**src/rtl/bus_if_types_pkg.sv**
```systemverilog
// ---------------------------------------------------------------------------
// bus_if_types_pkg
// Shared bus-interface types: transfer type and size encodings used by the
// ibus/dbus masters and the shared slave port, plus the bus_arb state and
// owner encodings.
// ---------------------------------------------------------------------------
package bus_if_types_pkg;

    typedef enum logic {
        READ  = 1'b0,
        WRITE = 1'b1
    } ttype_e;

    typedef enum logic [1:0] {
        BYTE = 2'd0,
        HALF = 2'd1,
        WORD = 2'd2
    } tsize_e;

    // Arbiter state encoding
    typedef logic [1:0] arb_state_t;
    localparam arb_state_t ARB_IDLE   = 2'd0;
    localparam arb_state_t ARB_GNT_M0 = 2'd1;
    localparam arb_state_t ARB_GNT_M1 = 2'd2;

    // Owner encoding for last_owner
    localparam logic OWN_M0 = 1'b0;
    localparam logic OWN_M1 = 1'b1;

endpackage

```
**src/rtl/bus_arb.sv**
```systemverilog
// ---------------------------------------------------------------------------
// bus_arb
// Two-master arbiter in front of a single shared slave port.
//   m0_* : instruction-fetch master (ibus)
//   m1_* : load/store master (dbus)
//   s_*  : shared slave port
// Per master: breq/bstart/ttype/tsize/addr/wdata in; bdone/rdata/gnt out.
// Slave side: breq/bstart/ttype/tsize/addr/wdata out; bdone/rdata in.
// clk rising edge; rst_n asynchronous, active-low.
//
// While a master owns the port the slave outputs follow that master's fields
// combinationally. Every grant is followed by at least one IDLE cycle.
//
// Configuration macro: BUS_ARB_RR_EN
//   defined   : simultaneous requests resolved round-robin on last_owner
//   undefined : fixed priority, m1 (dbus) wins ties
// ---------------------------------------------------------------------------
module bus_arb
    import bus_if_types_pkg::*;
#(
    parameter int ADDR_W = 32,
    parameter int DATA_W = 32
) (
    input  logic              clk,
    input  logic              rst_n,
    // ibus master
    input  logic              m0_breq,
    input  logic              m0_bstart,
    input  ttype_e            m0_ttype,
    input  tsize_e            m0_tsize,
    input  logic [ADDR_W-1:0] m0_addr,
    input  logic [DATA_W-1:0] m0_wdata,
    output logic              m0_bdone,
    output logic [DATA_W-1:0] m0_rdata,
    output logic              m0_gnt,
    // dbus master
    input  logic              m1_breq,
    input  logic              m1_bstart,
    input  ttype_e            m1_ttype,
    input  tsize_e            m1_tsize,
    input  logic [ADDR_W-1:0] m1_addr,
    input  logic [DATA_W-1:0] m1_wdata,
    output logic              m1_bdone,
    output logic [DATA_W-1:0] m1_rdata,
    output logic              m1_gnt,
    // shared slave port
    output logic              s_breq,
    output logic              s_bstart,
    output ttype_e            s_ttype,
    output tsize_e            s_tsize,
    output logic [ADDR_W-1:0] s_addr,
    output logic [DATA_W-1:0] s_wdata,
    input  logic              s_bdone,
    input  logic [DATA_W-1:0] s_rdata
);

    arb_state_t state, nxt_state;
    logic       last_owner;
    logic       tie_pick_m0;

`ifdef BUS_ARB_RR_EN
    // Round-robin: on a tie, the master that did not own the port last wins
    assign tie_pick_m0 = (last_owner == OWN_M1);
`else
    // Fixed priority: dbus always wins ties; last_owner is kept but not consumed
    logic unused_last_owner;
    assign tie_pick_m0       = 1'b0;
    assign unused_last_owner = last_owner;
`endif

    always_comb begin
        nxt_state = state;
        case (state)
            ARB_IDLE: begin
                if (m0_bstart && m1_bstart)
                    nxt_state = tie_pick_m0 ? ARB_GNT_M0 : ARB_GNT_M1;
                else if (m0_bstart)
                    nxt_state = ARB_GNT_M0;
                else if (m1_bstart)
                    nxt_state = ARB_GNT_M1;
            end
            ARB_GNT_M0: if (s_bdone || !m0_bstart) nxt_state = ARB_IDLE;
            ARB_GNT_M1: if (s_bdone || !m1_bstart) nxt_state = ARB_IDLE;
            default:    nxt_state = ARB_IDLE;
        endcase
    end

    always_ff @(posedge clk or negedge rst_n) begin
        if (!rst_n) begin
            state      <= ARB_IDLE;
            last_owner <= OWN_M1;
        end else begin
            state <= nxt_state;
            if (state == ARB_GNT_M0 && nxt_state == ARB_IDLE) last_owner <= OWN_M0;
            if (state == ARB_GNT_M1 && nxt_state == ARB_IDLE) last_owner <= OWN_M1;
        end
    end

    // Output mux. bdone is additionally qualified by the owner's bstart so an
    // abandoned transfer never reports completion.
    always_comb begin
        s_breq   = 1'b0;
        s_bstart = 1'b0;
        s_ttype  = READ;
        s_tsize  = WORD;
        s_addr   = '0;
        s_wdata  = '0;
        m0_gnt   = 1'b0;
        m0_bdone = 1'b0;
        m0_rdata = '0;
        m1_gnt   = 1'b0;
        m1_bdone = 1'b0;
        m1_rdata = '0;
        case (state)
            ARB_GNT_M0: begin
                s_breq   = m0_breq;
                s_bstart = m0_bstart;
                s_ttype  = m0_ttype;
                s_tsize  = m0_tsize;
                s_addr   = m0_addr;
                s_wdata  = m0_wdata;
                m0_gnt   = 1'b1;
                m0_bdone = s_bdone & m0_bstart;
                m0_rdata = s_rdata;
            end
            ARB_GNT_M1: begin
                s_breq   = m1_breq;
                s_bstart = m1_bstart;
                s_ttype  = m1_ttype;
                s_tsize  = m1_tsize;
                s_addr   = m1_addr;
                s_wdata  = m1_wdata;
                m1_gnt   = 1'b1;
                m1_bdone = s_bdone & m1_bstart;
                m1_rdata = s_rdata;
            end
            default: ;
        endcase
    end

endmodule

```
**config.mk**
```make
export PLATFORM = sky130hd
export DESIGN_NAME = bus_arb
export DESIGN_NICKNAME = d
export VERILOG_FILES = /design/src/rtl/bus_if_types_pkg.sv /design/src/rtl/bus_arb.sv
export SDC_FILE = /design/constraint.sdc
export NUM_CORES = 1
export LEC_CHECK = 0
export ABC_AREA = 0
export BUFFER_PORTS_ARGS = -buffer_cell sky130_fd_sc_hd__buf_2
export CORE_AREA = 2 2 119 121
export CTS_BUF_LIST = sky130_fd_sc_hd__clkbuf_16
export DETAILED_ROUTE_END_ITERATION = 10
export DIE_AREA = 0 0 121 123
export GPL_TIMING_DRIVEN = 0
export PLACE_DENSITY_LB_ADDON = 0.25
export SLEW_MARGIN = 25
export SYNTH_ARGS = -nofsm -noshare
export SYNTH_HDL_FRONTEND = slang
export SYNTH_SLANG_ARGS = --single-unit
export TNS_END_PERCENT = 1
```
**constraint.sdc**
```tcl
create_clock -name clk -period 2.35 [get_ports clk]
set_clock_uncertainty 0.15 [all_clocks]
set_input_delay 0.235 -clock clk [delete_from_list [all_inputs] [get_ports clk]]
set_output_delay 0.235 -clock clk [all_outputs]
set_load 0.02 [all_outputs]
```
==> impl_metrics.ini, run 1 <==
[synth]
avgSynthCellArea_um2 = 6.72
yosysSeqAreaShare_pct = 2.94
yosysTopAreaCell = a22oi_1
dominantRegCellSynth = dfrtp_1
synth_fp_nets = 431
syn-cell-area_um2 = 1700
synth_commonest_cells = a22oi_1, nor2b_1, and2_1, buf_2, clkbuf_1
async_flop_share_pct = 100
ys_top_cells_by_area = a22oi_1, nor2b_1, and2_1
ys_types = 18
synth.top_cell.area_share_pct = 30.9
synth_most_common_cell = a22oi_1
synth_seq_cells = 2
ys.warnings.count = 0
synth-edff-count = 0
synthCells = 253

[route]
drc = 0
drt_iter0_markers = 84
wl_per_cell_um = 13.9
routed_wl_um = 10400
ant_nets = 0
via_per_inst = 4.12
vias = 3070
dr.pass1.iters = 4

[cells_and_area]
final_area_um2 = 3610
drive_above_1_share_pct = 59.7
syn2layout_area_growth_pct = 113
n_antenna_cell = 0
multi_input_area_um2 = 1510
regMostFlops = state
layout.nets = 746
reg.largest.list = state x2
n_fill_cell = 1533
largest_register_ffs = 2
regArea_um2 = 50.0

[placed_design]
io_buffers = 309
gp_congestion = 0.812
placed_area_um2 = 3470
place_hpwl_um = 8780

[timing]
setup_viol = 0
timing.slew.headroom_pct = 71.1
rsz0062_at_grt = no
hold_viol = 0
worst_pin_slew_ps = 433
period_share_pct = 94.1
period_needed_ps = 2210
tns_ps = 0
max_freq_mhz = 452
maxSlewViolCount = 0
fin_hold_ws_ps = 183

[critical_path]
worstSetupStartpointType = register
arrival_ps = 1830
reg2reg_slack_ps = 680
criticalPathCategory = reg -> out
crit_start = state[0]$_DFFE_PN0P_
critPathRequiredTime_ps = 1970
endpoint_kind = output pin
crit_path_max_fanout = 10
r2r_cells = 5
rr_startpoint = state[0]$_DFFE_PN0P_
critPathCapture = s_addr[6]
r2r-end = state[1]$_DFFE_PN0P_

[pwr]
irDropWorstVdd_uv = 451
leakagePower_uw = 0.00205
power.density_nw_per_um2 = 980

[global_route]
overflow = 0
antenna_found_initial = 0
grt_pass1_vias = 2812
grt_pass1_wl_um = 14200
groute.usage.overall_pct = 12.0
grt_max_degree = 11

[hold_path]
hold_path.class = in -> async

[clock_tree]
cts_buffer_depth = 2
cts_htree_levels = 1
cts_root_buf = clkbuf_16
clk_latency_ps = 220
cts_buffers = 3
tritoncts = built
cts.sinks = 2
cts.reportedPaths.clkPinSlew_ps = 30

[die]
fp.coreArea_um2 = 13600
start_util_pct = 12.5
rows = 43
die_h_um = 123
ios = 310
die_x_um = 121
die_area_um2 = 14900

[status]
status = completed

[job]
cap_violations = 0
## worst min path at each step
stage	cells past startpoint	endpoint
global route	2	state[0]$_DFFE_PN0P_
global placement	1	state[0]$_DFFE_PN0P_
detailed placement	1	state[0]$_DFFE_PN0P_
floorplan	0	state[0]$_DFFE_PN0P_
CTS	2	state[0]$_DFFE_PN0P_
finish	2	state[0]$_DFFE_PN0P_
## cells by family (layout without fill, tap and decap cells)
kind of cell               after synthesis  count (layout)  share of synthesized area [%]
and+or+nand+nor                        141             141                           51.2
adders and majority gates                5               5                           3.68
AOI/OAI and AO/OA                       74              74                           32.7
DFF                                      2               2                           2.94
buffers and inverters                   31             344                           9.42
## power breakdown
part | internal [uW] | switching [uW] | leakage [uW]
clock | 217 | 42.5 | 0.0000370
sequential | 46.9 | 14.8 | 0.0000259
combinational | 1320 | 1900 | 0.00198
total | 1580 | 1960 | 0.00205
## routing by layer
| layer | global-route usage, % | vias up | share of wire, % |
|---|---|---|---|
| met1 | 15.3 | 1389 | 42 |
| met4 | 1.74 | 0 | 0.65 |
| met3 | 1.20 | 6 | 6.9 |
| li1 | - | 1515 | - |
| met2 | 22.2 | 160 | 50 |
| met5 | 0 | - | 0 |
## stage by stage
step | total power (uW) | std cells | worst slack, ps | util, %
final | 3540 | 746 | 140 | 26.6
after global routing | 3840 | 746 | 11.4 | 26.6
after CTS | 3540 | 746 | 2.29 | 26.3
after detailed placement | 3220 | 742 | 33.0 | 25.5
after global placement | 3180 | 742 | 51.9 | 25.5
after floorplan | 2140 | 253 | 377 | -
## timing repair
item	in CTS	in global routing
endpoints found under the hold margin	2	0
gates resized for setup	6	16
endpoints found under the setup margin	22	68
buffers inserted	0	0
hold buffers	1	0
## cell usage in the layout (no fill, tap or decap), types with 2 or more instances in the layout
cell         n
nand2_1      3
a22oi_1     69
buf_6        2
buf_4        4
and3_1       2
buf_8        2
buf_2      316
ha_1         3
clkbuf_16    3
nor2b_1     69
and2_1      64
clkbuf_4     5
clkbuf_1     8
inv_2        2
dfrtp_1      2
## area by class of cell
type	count	area share, %
plain buffers	29	5.12
clock buffers	3	2.08
inverters	2	0.208
multi-input cells	220	41.8
flip-flops and latches	2	1.38
well taps	180	6.23
repair buffers	310	43.2
## worst max-delay path, cell delays in order, from the launching register on
cell     delay (ps)
dfrtp_1         400
inv_2           130
ha_2            190
buf_4           160
buf_8           160
buf_6           160
a22oi_1          90
nor2b_1         140
buf_2           180
(Power assumes the default switching activity.)
==> run 2, diff against run 1 <==
- MAX_ROUTING_LAYER: default -> met4
- RECOVER_POWER: default -> 100
==> run 2 against run 1 <==
Count of clock-buffer cells in the layout unchanged. Worst hold slack gained 5.4 ps. Routed wire length grew 0.14%. Clock power hardly changed. Die area stayed put.
==> impl_metrics.ini, run 2 (synthesis results as in run 1) <==
[timing]
max_freq_mhz = 451
worst_pin_slew_ps = 415
period_needed_ps = 2220
maxSlewViolCount = 0
fin_hold_ws_ps = 188
period_share_pct = 94.4
tns_ps = 0
setup_viol = 0
timing.slew.headroom_pct = 72.3
rsz0062_at_grt = no
hold_viol = 0

[pwr]
power_uw = 3510
leakagePower_uw = 0.00185
power.density_nw_per_um2 = 982
irDropWorstVdd_uv = 454

[global_route]
grt_max_degree = 11
overflow = 0
grt_pass1_vias = 2817
groute.usage.overall_pct = 12.3
grt_pass1_wl_um = 14200
antenna_found_initial = 0

[critical_path]
endpoint_kind = output pin
crit_start = state[0]$_DFFE_PN0P_
rr_startpoint = state[0]$_DFFE_PN0P_
critPathCapture = m1_rdata[25]
crit_path_max_fanout = 10
r2r_cells = 5
reg2reg_slack_ps = 680
worstSetupStartpointType = register
arrival_ps = 1830
r2r-end = state[1]$_DFFE_PN0P_
criticalPathCategory = reg -> out
critPathRequiredTime_ps = 1970

[cells_and_area]
n_antenna_cell = 0
largest_register_ffs = 2
layout.nets = 746
n_fill_cell = 1551
reg.largest.list = state x2
drive_above_1_share_pct = 54.2
regMostFlops = state
syn2layout_area_growth_pct = 110
layout_commonest_cell = buf_2
final_cell_mix = buf_2, a22oi_1, nor2b_1, clkbuf_2, and2_1

[die]
die_area_um2 = 14900
fp.coreArea_um2 = 13600
die_x_um = 121
start_util_pct = 12.5
die_h_um = 123
rows = 43
ios = 310

[route]
drc = 0
dr.pass1.iters = 4
ant_nets = 0
wl_per_cell_um = 13.9
via_per_inst = 4.16
drt_iter0_markers = 93
vias = 3101
routed_wl_um = 10400

[clock_tree]
cts_buffers = 3
cts_buffer_depth = 2
tritoncts = built
clk_latency_ps = 220
cts.reportedPaths.clkPinSlew_ps = 30
cts.sinks = 2
cts_htree_levels = 1
cts_root_buf = clkbuf_16

[placed_design]
io_buffers = 309
gp_congestion = 0.824
place_hpwl_um = 8780

[status]
status = completed

[hold_path]
hold_path.class = in -> async

[job]
cap_violations = 0
-- run 2: stage by stage --
| step | instances | cell area, um^2 | setup slack [ps] | utilization, % |
|---|---|---|---|---|
| 6_report | 746 | 3570 | 131 | 26.3 |
| 5_1_grt | 746 | 3570 | 2.32 | 26.3 |
| 4_1_cts | 746 | 3580 | 2.29 | 26.3 |
| 3_5_place_dp | 742 | 3470 | 33.0 | 25.5 |
| 3_3_place_gp | 742 | 3470 | 51.9 | 25.5 |
| 2_1_floorplan | 253 | 1700 | 377 | - |
-- run 2: final cells by class --
class | instances | area [um^2] | area share, %
tap | 180 | 225 | 6.30
sequential | 2 | 50.0 | 1.40
buffer | 29 | 181 | 5.08
multi-input combinational | 220 | 1510 | 42.3
timing repair buffer | 310 | 1520 | 42.6
inverter | 2 | 7.51 | 0.210
clock buffer | 3 | 75.1 | 2.10
-- run 2: metal layers --
| layer | GRT usage (%) | wire, um |
|---|---|---|
| met1 | 15.4 | 4330 |
| met2 | 22.2 | 5260 |
| met4 | 1.74 | 67 |
| met5 | - | 0 |
| met3 | 1.01 | 734 |
-- run 2: how the worst min path moves through the flow --
| stage | startpoint | end | slack (ps) | depth (start not counted) |
|---|---|---|---|---|
| after floorplan | rst_n | state[0]$_DFFE_PN0P_ | -210 | 0 |
| after global placement | rst_n | state[0]$_DFFE_PN0P_ | -120 | 1 |
| after detailed placement | rst_n | state[0]$_DFFE_PN0P_ | -130 | 1 |
| after CTS | rst_n | state[0]$_DFFE_PN0P_ | 180 | 2 |
| after global routing | rst_n | state[0]$_DFFE_PN0P_ | 220 | 2 |
| final | rst_n | state[0]$_DFFE_PN0P_ | 190 | 2 |
-- run 2: power breakdown --
part / switching, uW / total, uW / internal [uW]
combinational: 1920 / 3190 / 1270
sequential: 14.8 / 61.6 / 46.9
clock: 42.3 / 259 / 217
total: 1980 / 3510 / 1530
-- run 2: what timing repair did --
item	in CTS	in global routing
setup buffers	0	0
hold endpoints to repair	2	0
gates resized for setup	6	16
gates cloned	0	0
pin swaps	0	0
setup endpoints to repair	22	68
hold buffers	1	0
-- run 2: critical path, cell delays in order, from the launching register on --
cell      delay, ps
dfrtp_1         400
inv_2           130
ha_1            370
clkbuf_1        320
and2_1          180
clkbuf_1        230
